File: config.mk
export PLATFORM = sky130hd
export DESIGN_NAME = regfile_sb_flat
export DESIGN_NICKNAME = d
export VERILOG_FILES = /design/src/rtl/regfile_sb_if.sv /design/src/rtl/regfile_sb.sv /design/src/flat_wrapper.sv
export SDC_FILE = /design/constraint.sdc
export NUM_CORES = 2
export LEC_CHECK = 0
export BUFFER_PORTS_ARGS = -buffer_cell sky130_fd_sc_hd__buf_2
export CORE_MARGIN = 2
export CORE_UTILIZATION = 55
export CTS_CLUSTER_SIZE = 14
export DETAILED_ROUTE_END_ITERATION = 6
export GPL_ROUTABILITY_DRIVEN = 0
export PLACE_DENSITY = 0.77
export SYNTH_ARGS = -nofsm -noshare
export SYNTH_HDL_FRONTEND = slang
export SYNTH_SLANG_ARGS = --single-unit
File: constraint.sdc
create_clock -name Clock -period 1.5 [get_ports Clock]
set_input_delay 0.075 -clock Clock [delete_from_list [all_inputs] [get_ports Clock]]
set_output_delay 0.075 -clock Clock [all_outputs]
set_load 0.02 [all_outputs]
File: src/rtl/regfile_sb_if.sv
`default_nettype none
// +------------------------------------------------------------------+
// | regfile_sb_if : bus bundle for the scoreboarded register file    |
// | Rev 1.0 - initial release                                        |
// +------------------------------------------------------------------+
interface regfile_sb_if #(
    parameter int WIDTH  = 32,
    parameter int ADDR_W = 5
);
    logic              EnWri;
    logic [ADDR_W-1:0] WriAdd;
    logic [WIDTH-1:0]  DataI;
    logic [ADDR_W-1:0] ReadA;
    logic [ADDR_W-1:0] ReadB;
    logic [WIDTH-1:0]  DataA;
    logic [WIDTH-1:0]  DataB;
    logic              BusyA;
    logic              BusyB;
    logic              EnRes;
    logic [ADDR_W-1:0] ResAdd;
    logic              Flush;
    logic              AnyBusy;

    modport master (
        output EnWri, WriAdd, DataI, ReadA, ReadB, EnRes, ResAdd, Flush,
        input  DataA, DataB, BusyA, BusyB, AnyBusy
    );

    modport slave (
        input  EnWri, WriAdd, DataI, ReadA, ReadB, EnRes, ResAdd, Flush,
        output DataA, DataB, BusyA, BusyB, AnyBusy
    );
endinterface
`default_nettype wire

File: src/rtl/regfile_sb.sv
`default_nettype none
// +------------------------------------------------------------------+
// | regfile_sb : 2R/1W register file with registered reads, bypass   |
// |              and a per-register busy scoreboard                  |
// | Rev 1.0 - initial release                                        |
// +------------------------------------------------------------------+
module regfile_sb #(
    parameter int WIDTH    = 32,
    parameter int ADDR_W   = 5,
    parameter int ZERO_REG = 1,
    parameter int BYPASS   = 1
) (
    input  wire logic    Clock,
    input  wire logic    Reset,
    regfile_sb_if.slave  bus
);

    localparam int DEPTH = 2 ** ADDR_W;
    localparam logic [DEPTH-1:0] C_BUSY_MASK =
        (ZERO_REG != 0) ? {{(DEPTH-1){1'b1}}, 1'b0} : {DEPTH{1'b1}};

    logic [WIDTH-1:0] r_regs [DEPTH];
    logic [DEPTH-1:0] r_busy;
    logic [DEPTH-1:0] w_busyNext;
    logic [WIDTH-1:0] r_dataA;
    logic [WIDTH-1:0] r_dataB;
    logic             r_busyA;
    logic             r_busyB;
    logic             w_wrValid;
    logic             w_resValid;

    // Register 0 neither accepts writes nor reservations when hard-wired.
    assign w_wrValid  = bus.EnWri && !((ZERO_REG != 0) && (bus.WriAdd == '0));
    assign w_resValid = bus.EnRes && !((ZERO_REG != 0) && (bus.ResAdd == '0));

    // Precedence: flush over reserve over write-release.
    always_comb begin
        w_busyNext = r_busy;
        if (w_wrValid) begin
            w_busyNext[bus.WriAdd] = 1'b0;
        end
        if (w_resValid) begin
            w_busyNext[bus.ResAdd] = 1'b1;
        end
        if (bus.Flush) begin
            w_busyNext = '0;
        end
        w_busyNext = w_busyNext & C_BUSY_MASK;
    end

    generate
        for (genvar p = 0; p < 2; p++) begin : g_readPort
            logic [ADDR_W-1:0] w_addr;
            logic [WIDTH-1:0]  w_data;
            logic              w_busy;

            assign w_addr = (p == 0) ? bus.ReadA : bus.ReadB;

            always_comb begin
                w_data = r_regs[w_addr];
                w_busy = r_busy[w_addr];
                if ((BYPASS != 0) && w_wrValid && (bus.WriAdd == w_addr)) begin
                    w_data = bus.DataI;
                    w_busy = 1'b0;
                end
                // A reservation landing this edge is visible immediately.
                if (w_resValid && (bus.ResAdd == w_addr)) begin
                    w_busy = 1'b1;
                end
                if (bus.Flush) begin
                    w_busy = 1'b0;
                end
                if ((ZERO_REG != 0) && (w_addr == '0)) begin
                    w_data = '0;
                    w_busy = 1'b0;
                end
            end
        end
    endgenerate

    always_ff @(posedge Clock or negedge Reset) begin
        if (!Reset) begin
            for (int i = 0; i < DEPTH; i++) begin
                r_regs[i] <= '0;
            end
            r_busy  <= '0;
            r_dataA <= '0;
            r_dataB <= '0;
            r_busyA <= 1'b0;
            r_busyB <= 1'b0;
        end else begin
            if (w_wrValid) begin
                r_regs[bus.WriAdd] <= bus.DataI;
            end
            r_busy  <= w_busyNext;
            r_dataA <= g_readPort[0].w_data;
            r_dataB <= g_readPort[1].w_data;
            r_busyA <= g_readPort[0].w_busy;
            r_busyB <= g_readPort[1].w_busy;
        end
    end

    assign bus.DataA   = r_dataA;
    assign bus.DataB   = r_dataB;
    assign bus.BusyA   = r_busyA;
    assign bus.BusyB   = r_busyB;
    assign bus.AnyBusy = |(r_busy & C_BUSY_MASK);

endmodule
`default_nettype wire

File: src/flat_wrapper.sv
// flat-port wrapper written by rule: the top's interface ports become plain ports
module regfile_sb_flat 
#(
    parameter int WIDTH    = 32,
    parameter int ADDR_W   = 5,
    parameter int ZERO_REG = 1,
    parameter int BYPASS   = 1
)
  (Clock, Reset, bus_EnWri, bus_WriAdd, bus_DataI, bus_ReadA, bus_ReadB, bus_EnRes, bus_ResAdd, bus_Flush, bus_DataA, bus_DataB, bus_BusyA, bus_BusyB, bus_AnyBusy);
  regfile_sb_if #(.WIDTH(WIDTH), .ADDR_W(ADDR_W)) bus_i ();
  input  wire logic Clock;
  input  wire logic Reset;
  input wire logic [$bits(bus_i.EnWri)-1:0] bus_EnWri;
  input wire logic [$bits(bus_i.WriAdd)-1:0] bus_WriAdd;
  input wire logic [$bits(bus_i.DataI)-1:0] bus_DataI;
  input wire logic [$bits(bus_i.ReadA)-1:0] bus_ReadA;
  input wire logic [$bits(bus_i.ReadB)-1:0] bus_ReadB;
  input wire logic [$bits(bus_i.EnRes)-1:0] bus_EnRes;
  input wire logic [$bits(bus_i.ResAdd)-1:0] bus_ResAdd;
  input wire logic [$bits(bus_i.Flush)-1:0] bus_Flush;
  output wire logic [$bits(bus_i.DataA)-1:0] bus_DataA;
  output wire logic [$bits(bus_i.DataB)-1:0] bus_DataB;
  output wire logic [$bits(bus_i.BusyA)-1:0] bus_BusyA;
  output wire logic [$bits(bus_i.BusyB)-1:0] bus_BusyB;
  output wire logic [$bits(bus_i.AnyBusy)-1:0] bus_AnyBusy;
  assign bus_i.EnWri = bus_EnWri;
  assign bus_i.WriAdd = bus_WriAdd;
  assign bus_i.DataI = bus_DataI;
  assign bus_i.ReadA = bus_ReadA;
  assign bus_i.ReadB = bus_ReadB;
  assign bus_i.EnRes = bus_EnRes;
  assign bus_i.ResAdd = bus_ResAdd;
  assign bus_i.Flush = bus_Flush;
  assign bus_DataA = bus_i.DataA;
  assign bus_DataB = bus_i.DataB;
  assign bus_BusyA = bus_i.BusyA;
  assign bus_BusyB = bus_i.BusyB;
  assign bus_AnyBusy = bus_i.AnyBusy;
  regfile_sb #(.WIDTH(WIDTH), .ADDR_W(ADDR_W), .ZERO_REG(ZERO_REG), .BYPASS(BYPASS)) u_core (.Clock(Clock), .Reset(Reset), .bus(bus_i));
endmodule
==> flow_metrics.py <==
metrics = {
    "clocking": {
        "h-tree-depth": 3,
        "clockBufferDepth": 3,
        "clkTransAtPathRegs_ns": 0.06,
        "cts_root_buf": "clkbuf_16",
        "tritoncts": "yes",
        "cts_made_buffers": 115,
        "clock-sinks": 1121,
        "clk_latency_ns": 0.74,
    },
    "logic_synthesis": {
        "avgSynthCellArea_um2": 14.0,
        "yosysTopAreaCell": "dfrtp_1",
        "synth_nets": 4251,
        "yosysMostFrequentCell": "dfrtp_1",
        "synth-edff-count": 0,
        "synth_common_cells": "dfrtp_1, mux2_2, mux4_2",
        "yosysSeqAreaShare": 0.476,
        "ys_warn_count": 0,
        "synth.area.top_cells": "dfrtp_1, mux2_2, mux4_2",
        "syn-cell-area_um2": 58900,
        "postSynthCellCount": 4194,
        "ys_types": 60,
        "ys_ff_latch": 1121,
        "synthFlopType": "dfrtp_1",
        "async_flop_share": 1.00,
        "synth.top_cell.area_share": 0.476,
    },
    "timing": {
        "finalWorstPathRequiredPeriod_ns": 2.37,
        "fin_crit_sh": 1.58,
        "hold_violations": 0,
        "slew_headroom": 0.246,
        "finClkSkew_ns": 0.0324,
        "rsz0062_at_grt": "yes",
        "whs_ns": 0.0477,
        "slew_violations": 0,
        "setup_slack_ns": -0.868,
        "worst_slew_pin_slew_ns": 1.13,
        "setup_viol": 61,
        "fmax_mhz": 422,
    },
    "pwr": {
        "leakage_uw": 0.0336,
        "power.density_nw_per_um2": 1250,
        "ir_drop_uv": 1170,
        "power_uw": 93600,
    },
    "floorplan": {
        "die_x_um": 331,
        "ioPinCount": 124,
        "row_count": 120,
        "initial_core_util": 0.552,
        "die_h_um": 331,
        "core_area_um2": 107000,
        "dieArea_um2": 110000,
    },
    "setup_path": {
        "cp-end-kind": "output port",
        "critPathRequiredTime_ns": 1.42,
        "startpoint_type": "flip-flop",
        "rr_worst_depth": 7,
        "worst-endpoint-arrival_ns": 2.29,
        "cp-startpoint": "u_core.r_busy[10]$_DFF_PN0_",
        "crit_fanout": 2,
        "rr_startpoint": "u_core.r_busy[13]$_DFF_PN0_",
        "path_class": "flip-flop to output port",
    },
    "grt": {
        "grt_overflow": 0,
        "grt_pass1_vias": 47300,
        "use_met2": 0.584,
        "globalRouteMet1Util": 0.508,
        "grt_pass1_wl_mm": 317,
        "grt_max_degree": 97,
        "grt_antenna_before_repair": 12,
        "top_usage_layer": "met2",
        "grt_usage": 0.398,
        "met3_usage": 0.134,
    },
    "routing": {
        "wl_per_cell_um": 34.0,
        "first_pass_iters": 7,
        "drtAntennaViolNets": 0,
        "drcViolationCount": 2,
        "totalWireLength_mm": 219,
        "viasPerCell": 7.16,
        "num_vias": 46100,
        "drt-initial-drc-count": 6018,
    },
    "final_layout": {
        "area.growth.synth_to_final_pct": 27.2,
        "fin_cells": 6437,
        "fill_cells": 6531,
        "nNetsFinal": 4981,
        "drive_gt1_frac": 0.597,
        "final_area_um2": 74900,
    },
    "placement": {
        "pre_cts_ws_ns": -0.724,
        "port_buffers": 123,
        "placed_area_um2": 68400,
        "dpl.hpwl_mm": 142,
        "dp.cells": 6112,
    },
    "outcome": {
        "outcome": "finished with violations",
        "violations": "DRC, setup timing",
    },
    "hold_path": {
        "hp-start": "bus_DataI[16]",
        "hold_path_class": "input pin to flip-flop",
        "hold_depth": 2,
    },
    "run": {
        "cap_violations": 0,
    },
}
-- cells in the final DEF (no fill, tap or decap), types with 41 or more instances in the layout --
master | synthesis | layout
o22ai_1 | 106 | 44
mux2_2 | 1057 | 1032
clkbuf_16 | 0 | 115
nor3_1 | 80 | 41
mux2i_1 | 208 | 193
buf_2 | 97 | 114
o22ai_2 | 0 | 49
nand2_1 | 73 | 51
a21oi_1 | 63 | 45
buf_12 | 0 | 188
mux4_2 | 400 | 400
dlygate4sd3_1 | 0 | 51
dfrtp_1 | 1121 | 1116
nor2_1 | 118 | 97
buf_4 | 33 | 695
-- flip-flops by register name, indices dropped and copies added (netlist names) --
name	count
u_core.bus.DataA	32
u_core.r_regs	1024
u_core.bus.DataB	32
u_core.r_busy	31
u_core.bus.BusyA	1
u_core.bus.BusyB	1
-- critical path, stage by stage (launching register included) --
cell and delay (ns):
dfrtp_1 0.38, or4_4 0.56, nor4_4 0.22, nand4_1 0.19, buf_4 0.20
-- worst paths after layout --
check / to / slack (ns)
setup / recovery: bus_AnyBusy / -0.87
hold / removal: u_core.r_regs[624]$_DFFE_PN0P_ / 0.05
setup reg to reg: u_core.bus.BusyA$_DFF_PN0_ / -0.32
hold reg to reg: u_core.r_regs[1016]$_DFFE_PN0P_ / 0.40
max in group asynchronous: u_core.r_regs[876]$_DFFE_PN0P_ / 0.37
min in group asynchronous: u_core.r_regs[426]$_DFFE_PN0P_ / 0.09
-- power by group --
part	total (uW)	internal, uW	switching (uW)
clock	30700	17800	12900
sequential	40100	35800	4350
combinational	22700	13000	9730
total	93600	66600	27000
-- layer usage --
metal  up-vias  routed length, um
met5         -                127
met4        12              17000
met3      1116              30100
met2      3776              95700
met1     23600              75700
li1      17600                  -
-- layout make-up --
type / instances / area [um2] / area share
Inverter: 4 / 15.0 / 0.000200
Timing Repair Buffer: 1071 / 10300 / 0.138
Clock inverter: 54 / 724 / 0.00967
Multi-Input combinational cell: 2611 / 30700 / 0.410
Antenna cell: 9 / 22.5 / 0.000301
Sequential cell: 1121 / 28100 / 0.375
Clock buffer: 164 / 3300 / 0.0441
Tap cell: 1403 / 1760 / 0.0234
-- what timing repair did --
action                                  CTS  global route
hold buffers                             47             9
gates resized for setup                 210           120
endpoints found under the hold margin  1685            16
buffers inserted                         39            31
setup endpoints to repair                66            75
pin swaps                               128            95
-- metrics by stage --
stage          TNS (ns)   util
3_3_place_gp    -295.00  0.642
5_1_grt           -8.21  0.702
6_report          -6.32  0.703
4_1_cts           -4.71  0.695
3_5_place_dp    -318.25  0.642
2_1_floorplan    -13.40      -
-- kinds of logic (layout without fill, tap and decap cells) --
family / after synthesis / in the layout / synth area share
mux: 1675 / 1675 / 0.392
simple gates: 441 / 441 / 0.0375
flops: 1121 / 1121 / 0.476
xor+xnor: 20 / 20 / 0.00298
buf+inv: 462 / 1293 / 0.0352
other cells: 0 / 9 / 0
compound gates: 475 / 475 / 0.0554
No activity file was read; power rests on OpenSTA's default activity.
